## src/rtl/riscv_pc_unit.sv

```systemverilog
// -----------------------------------------------------------------------------
// riscv_pc_unit
//
// Program-counter sequencer for a small non-pipelined RISC-V core. It offers
// the current PC to instruction fetch. It then waits for the execute stage to
// present the decoded control-flow information for that instruction. Once
// execute hands it over, it commits the next PC.
//
// State table:
//   state   | meaning
//   --------+-------------------------------------------------------------
//   S_BOOT  | first cycle after reset release; nothing offered to fetch
//   S_FETCH | pc_o offered to fetch (if_valid_o=1), waiting for if_ready_i
//   S_EXEC  | instruction in execute, waiting for ex_valid_i to commit npc_o
//
// Ports:
//   clk, rst        clock (rising edge) and asynchronous active-high reset
//   pc_o            current instruction address
//   if_valid_o      pc_o offered to fetch (S_FETCH only)
//   if_ready_i      fetch accepts pc_o (sampled in S_FETCH only)
//   ex_valid_i      execute inputs valid (sampled in S_EXEC only)
//   branch_op_i     000 seq, 001 jal, 010 jalr, 100 beq, 101 bne, 110 blt,
//                   111 bge; 011 behaves as seq
//   unsigned_i      blt/bge compare unsigned
//   rs1_i, rs2_i    compare operands; rs1_i is also the jalr base
//   imm_i           sign-extended immediate
//   trap_i          exception/ecall on the current instruction
//   trap_vec_i      trap target
//   mret_i, epc_i   mret request and its target
//   npc_o           combinational next PC for the current instruction
//   retire_o        one-cycle pulse per committed instruction
//   misalign_o      one-cycle pulse on a misaligned taken target
//   badaddr_o       faulting target, captured together with misalign_o
//   instret_o       retired-instruction counter (wraps)
// -----------------------------------------------------------------------------
module riscv_pc_unit #(
  parameter int unsigned       XLEN      = 32,
  parameter logic [XLEN-1:0]   RESET_VEC = 32'h8000_0000,
  parameter int unsigned       CNT_W     = 64
) (
  input  logic             clk,
  input  logic             rst,
  output logic [XLEN-1:0]  pc_o,
  output logic             if_valid_o,
  input  logic             if_ready_i,
  input  logic             ex_valid_i,
  input  logic [2:0]       branch_op_i,
  input  logic             unsigned_i,
  input  logic [XLEN-1:0]  rs1_i,
  input  logic [XLEN-1:0]  rs2_i,
  input  logic [XLEN-1:0]  imm_i,
  input  logic             trap_i,
  input  logic [XLEN-1:0]  trap_vec_i,
  input  logic             mret_i,
  input  logic [XLEN-1:0]  epc_i,
  output logic [XLEN-1:0]  npc_o,
  output logic             retire_o,
  output logic             misalign_o,
  output logic [XLEN-1:0]  badaddr_o,
  output logic [CNT_W-1:0] instret_o
);

  localparam logic [1:0] S_BOOT  = 2'b00;
  localparam logic [1:0] S_FETCH = 2'b01;
  localparam logic [1:0] S_EXEC  = 2'b10;

  localparam logic [2:0] OP_JAL  = 3'b001;
  localparam logic [2:0] OP_JALR = 3'b010;
  localparam logic [2:0] OP_BEQ  = 3'b100;
  localparam logic [2:0] OP_BNE  = 3'b101;
  localparam logic [2:0] OP_BLT  = 3'b110;
  localparam logic [2:0] OP_BGE  = 3'b111;

  localparam logic [XLEN-1:0] PC_STEP   = XLEN'(4);
  localparam logic [XLEN-1:0] LSB_CLEAR = ~XLEN'(1);

  logic [1:0]      state;
  logic [1:0]      state_nxt;
  logic            accept;

  logic            rs_eq;
  logic            rs_lt;
  logic            redirect;
  logic [XLEN-1:0] pc_plus4;
  logic [XLEN-1:0] pc_plus_imm;
  logic [XLEN-1:0] jalr_target;
  logic [XLEN-1:0] raw_target;
  logic            target_misaligned;
  logic            report_misalign;

  // ---------------------------------------------------------------------------
  // Branch resolution and target selection
  // ---------------------------------------------------------------------------
  assign rs_eq = (rs1_i == rs2_i);
  assign rs_lt = unsigned_i ? (rs1_i < rs2_i)
                            : ($signed(rs1_i) < $signed(rs2_i));

  assign pc_plus4    = pc_o + PC_STEP;
  assign pc_plus_imm = pc_o + imm_i;
  assign jalr_target = (rs1_i + imm_i) & LSB_CLEAR;

  always_comb begin
    redirect = 1'b0;
    case (branch_op_i)
      OP_JAL:  redirect = 1'b1;
      OP_JALR: redirect = 1'b1;
      OP_BEQ:  redirect = rs_eq;
      OP_BNE:  redirect = !rs_eq;
      OP_BLT:  redirect = rs_lt;
      OP_BGE:  redirect = !rs_lt;
      default: redirect = 1'b0;
    endcase
  end

  always_comb begin
    raw_target = pc_plus4;
    if (redirect) begin
      raw_target = (branch_op_i == OP_JALR) ? jalr_target : pc_plus_imm;
    end
  end

  // Only redirected targets are alignment-checked; a fall-through from an
  // odd PC (reachable via mret/trap vectors) is not flagged.
  assign target_misaligned = redirect && (raw_target[1:0] != 2'b00);

  // A trap on the same instruction takes precedence and hides the fault.
  assign report_misalign = target_misaligned && !trap_i;

  always_comb begin
    if (trap_i) begin
      npc_o = trap_vec_i;
    end else if (target_misaligned) begin
      npc_o = trap_vec_i;
    end else if (mret_i) begin
      npc_o = epc_i;
    end else begin
      npc_o = raw_target;
    end
  end

  // ---------------------------------------------------------------------------
  // Sequencer
  // ---------------------------------------------------------------------------
  assign accept     = (state == S_EXEC) && ex_valid_i;
  assign if_valid_o = (state == S_FETCH);

  always_comb begin
    state_nxt = state;
    case (state)
      S_BOOT:  state_nxt = S_FETCH;
      S_FETCH: if (if_ready_i) state_nxt = S_EXEC;
      S_EXEC:  if (ex_valid_i) state_nxt = S_FETCH;
      default: state_nxt = S_BOOT;
    endcase
  end

  always_ff @(posedge clk or posedge rst) begin
    if (rst) begin
      state      <= S_BOOT;
      pc_o       <= RESET_VEC;
      retire_o   <= 1'b0;
      misalign_o <= 1'b0;
      badaddr_o  <= '0;
      instret_o  <= '0;
    end else begin
      state      <= state_nxt;
      retire_o   <= accept;
      misalign_o <= accept && report_misalign;
      if (accept) begin
        pc_o      <= npc_o;
        instret_o <= instret_o + CNT_W'(1);
        if (report_misalign) begin
          badaddr_o <= raw_target;
        end
      end
    end
  end

endmodule
```

## config.mk

```make
export PLATFORM = sky130hd
export DESIGN_NAME = riscv_pc_unit
export DESIGN_NICKNAME = d
export VERILOG_FILES = /design/src/rtl/riscv_pc_unit.sv
export SDC_FILE = /design/constraint.sdc
export NUM_CORES = 1
export LEC_CHECK = 0
export ABC_AREA = 1
export BUFFER_PORTS_ARGS = -buffer_cell sky130_fd_sc_hd__buf_2
export CORE_ASPECT_RATIO = 1.2
export CORE_MARGIN = 2
export CORE_UTILIZATION = 50
export CTS_BUF_LIST = sky130_fd_sc_hd__clkbuf_4 sky130_fd_sc_hd__clkbuf_8
export DETAILED_ROUTE_END_ITERATION = 10
export HOLD_SLACK_MARGIN = 0.05
export PLACE_DENSITY = 0.76
export RECOVER_POWER = 25
export SLEW_MARGIN = 25
export SYNTH_ARGS = -nofsm -noshare
export SYNTH_HDL_FRONTEND = slang
export SYNTH_SLANG_ARGS = --single-unit
```

## constraint.sdc

```tcl
create_clock -name clk -period 5.4 [get_ports clk]
set_input_delay 0.27 -clock clk [delete_from_list [all_inputs] [get_ports clk]]
set_output_delay 0.27 -clock clk [all_outputs]
set_load 0.005 [all_outputs]
```

==> results by group <==
Place
  • Gpl congestion: 0.989
  • Port Buf Inserts: 332
  • DP Wirelength: 38,200 um
  • Pre-CTS setup slack: 1.68 ns
  • DP Area: 14,900 um2
  • Dpl cells: 2,606

Timing
  • Fin Setup TNS: 0 ns
  • Final setup fails: 0
  • Worst slew margin: -1.01
  • Worst slew pin tran: 2.99 ns
  • Final worst path period share: 0.759
  • Hold Violations, Final: 0
  • Clock skew: 0.0126 ns
  • Slew Limit Fails: 70
  • RSZ-0062 raised after global routing: no
  • Fmax: 244 MHz
  • Min Tclk post-route: 4.10 ns
  • Setup ws final: 1.30 ns

Synthesis
  • Synth Register Bits: 132
  • Post-Syn Area per Cell: 6.55 um2
  • Dominant synthesized flop cell: dfrtp_1
  • Post-synth ARST share: 1.00
  • Synthesized net count: 2,245
  • Cells after Synth: 1,978
  • Seq/Total Area, Yosys: 0.255
  • Post-synth cell types: 49
  • Synth warn: 0
  • Post-synth EDFFs: 0
  • Post-Synthesis Cell Area: 13,000 um2

Floorplanning
  • Die area: 27,200 um2
  • Die W: 151 um
  • Die Height: 180 um
  • Core Rows: 64
  • Initial core utilization: 0.509
  • Io pins: 333
  • CORE AREA: 25,500 um2

Clock tree
  • TritonCTS clock tree: yes
  • Reg clk slew, reported paths: 0.08 ns
  • Clock Latency Late Sink: 0.45 ns
  • H-Tree Depth: 4
  • PostCTS Resize Cnt: 0
  • Clock Path Buffers: 2
  • CTS sink count: 132
  • Root Buffer Master: clkbuf_8
  • Total CTS buffers: 17
  • Total setup buffers inserted after CTS: 0
  • # hold bufs at CTS: 2

Drt
  • Via count: 14,634
  • Vias per inst: 5.54
  • WL per Instance: 17.7 um
  • DRT Pass-1 Iters: 5
  • Initial DRC count: 1,085
  • Final wirelength: 46,800 um
  • DRC: 0
  • Final ANT Viol Nets: 0

Power
  • Pwr dens: 355 nW/um2
  • Cell leakage power: 8.18 nW
  • Max IR drop VDD: 0.000253 V
  • Seq pwr share: 0.305
  • Int Pwr: 0.00272 W
  • Net Sw Power: 0.00268 W
  • Clock power share: 0.143
  • Net Sw Frac: 0.496
  • Comb power frac: 0.552

Finish
  • Core Util, Final: 0.598
  • Area grow syn2layout: 17.5%
  • Final std cells w/o fill: 2,641
  • # fillers: 2,562
  • Final Cell Area: 15,200 um2
  • Share of cells above drive strength 1: 0.173
  • Final Net Count: 2,564

Worst setup path
  • Critical path class: register to output pin
  • CP arrival: 3.83 ns
  • Crit start category: register
  • Required time of the critical path: 5.13 ns
  • Crit-path max FO: 6
  • Critical Path End Type: output pin

Global route
  • Vias in the first global route: 14,280
  • Grt ovf: 0
  • First-pass GRT wire length: 72,900 um
  • Largest net degree at the start of global routing: 70
  • Total track usage: 0.343
  • Initial antenna violation count: 1

Outcome
  • Failing checks: max-capacitance violations, max-slew violations
  • Status: complete, but fails checks

Min path
  • Min-delay worst type: primary input to register

Run
  • MaxCap Viol Count: 1
-- power by group through the flow --
stage               Sequential [W]  Clock [W]  Combinational [W]
global route               0.00167   0.000830            0.00335
floorplan                  0.00152          0            0.00193
CTS                        0.00163   0.000785            0.00298
global placement           0.00164          0            0.00292
finish                     0.00165   0.000772            0.00298
detailed placement         0.00164          0            0.00295
-- path summary, 6_finish.rpt --
check                                     startpoint                         to  slack, ns  cells after the start
max                              pc_o[0]$_DFFE_PP0P_                  npc_o[18]       1.30                     17
min                                       ex_valid_i       state[0]$_DFFE_PP0P_       0.10                      3
max reg2reg                      pc_o[0]$_DFFE_PP0P_       pc_o[30]$_DFFE_PP0P_       2.04                     18
min reg2reg                instret_o[62]$_DFFE_PP0P_  instret_o[62]$_DFFE_PP0P_       0.50                      1
max in group asynchronous                        rst   badaddr_o[8]$_DFFE_PP0P_       2.31                      4
min in group asynchronous                        rst  instret_o[50]$_DFFE_PP0P_       1.24                      3
-- flip-flops by register name, summed over array words and instances, names as in the netlist --
name,count
instret_o,64
misalign_o,1
badaddr_o,32
pc_o,32
state,2
retire_o,1
-- through the flow --
step / total power, W / hold WS, ns
floorplan: 0.00345 / 0.379
global placement: 0.00456 / 0.479
detailed placement: 0.00460 / 0.489
CTS: 0.00539 / 0.0852
global route: 0.00585 / 0.108
finish: 0.00540 / 0.103
-- placed cells by master, fill, tap and decap left out, types with 3 or more instances in the layout --
cell,instances
or2_2,4
nand4_1,38
nand3_2,12
nor3_2,6
ha_1,95
nor2_1,165
xnor2_1,30
nand3b_1,26
nand2_1,538
a21o_1,11
and3_1,3
clkbuf_1,30
clkbuf_8,17
nor2_2,4
buf_4,7
buf_2,302
o21ai_0,75
xor2_1,74
nand3_1,192
a21boi_0,4
o21a_1,10
nor4_1,15
dfrtp_1,131
o21ai_1,17
nand2_2,5
clkbuf_4,4
nor3_1,50
clkinv_2,7
a21oi_1,123
inv_2,5
o21ai_2,11
inv_1,244
and2_1,24
-- final cells by class --
type,instances,area [um2],area share
clock inverters,11,90.1,0.00592
repair buffers,341,1700,0.111
multi-input cells,1555,8520,0.559
clock buffers,21,264,0.0173
inverters,250,940,0.0617
diodes,1,2.50,0.000164
well taps,330,413,0.0271
flip-flops and latches,132,3300,0.217
-- synth_stat cells (2+ instances only) --
cell type / count / area, um2
a21boi_0: 4 / 30.0
a21o_1: 11 / 82.6
a21oi_1: 123 / 616
and2_1: 24 / 150
and3_1: 3 / 18.8
buf_1: 2 / 7.51
buf_2: 10 / 50.1
buf_4: 6 / 45.0
buf_6: 3 / 33.8
clkbuf_1: 20 / 75.1
dfrtp_1: 131 / 3280
fa_1: 2 / 40.0
ha_1: 95 / 1190
inv_1: 246 / 923
inv_2: 4 / 15.0
nand2_1: 538 / 2020
nand2_2: 5 / 31.3
nand2_4: 2 / 22.5
nand3_1: 192 / 961
nand3_2: 12 / 120
nand3b_1: 26 / 195
nand4_1: 38 / 238
nor2_1: 165 / 619
nor2_2: 4 / 25.0
nor2_4: 2 / 22.5
nor3_1: 50 / 250
nor3_2: 8 / 80.1
nor4_1: 15 / 93.8
o211ai_1: 2 / 15.0
o21a_1: 10 / 75.1
o21ai_0: 75 / 375
o21ai_1: 17 / 85.1
o21ai_2: 11 / 96.3
o21bai_1: 2 / 15.0
or2_2: 4 / 25.0
xnor2_1: 30 / 263
xor2_1: 74 / 648
-- critical path: stages, from the launching register on --
cell      delay, ns
dfrtp_1        0.41
ha_1           0.22
inv_1          0.07
fa_1           0.39
nand3b_1       0.17
nand2_1        0.18
a21boi_0       0.18
o21ai_0        0.60
nand2_1        0.15
nand3_1        0.11
nand3_1        0.08
nand2_1        0.14
inv_1          0.06
nand2_1        0.07
nand3_1        0.11
nand3_1        0.15
and2_1         0.17
buf_2          0.13
-- cells by family after synthesis --
| kind of cell | Yosys count | synth area share |
|---|---|---|
| AND/OR/NAND/NOR | 1096 | 0.382 |
| buffers and inverters | 291 | 0.0887 |
| flip-flops | 132 | 0.255 |
| adder cells (fa/ha/maj) | 97 | 0.0948 |
| AO/OA/AOI/OAI | 257 | 0.108 |
| multiplexers | 1 | 0.000772 |
| XOR/XNOR | 104 | 0.0703 |
-- routing by layer --
layer  vias to the layer above  global-route usage  share of wire
li1                       7135                   -              -
met1                      6791               0.429           0.41
met2                       605               0.586           0.48
met3                       103              0.0494          0.068
met4                         0               0.147          0.041
met5                         -                   0              0
(Power assumes the default switching activity.)
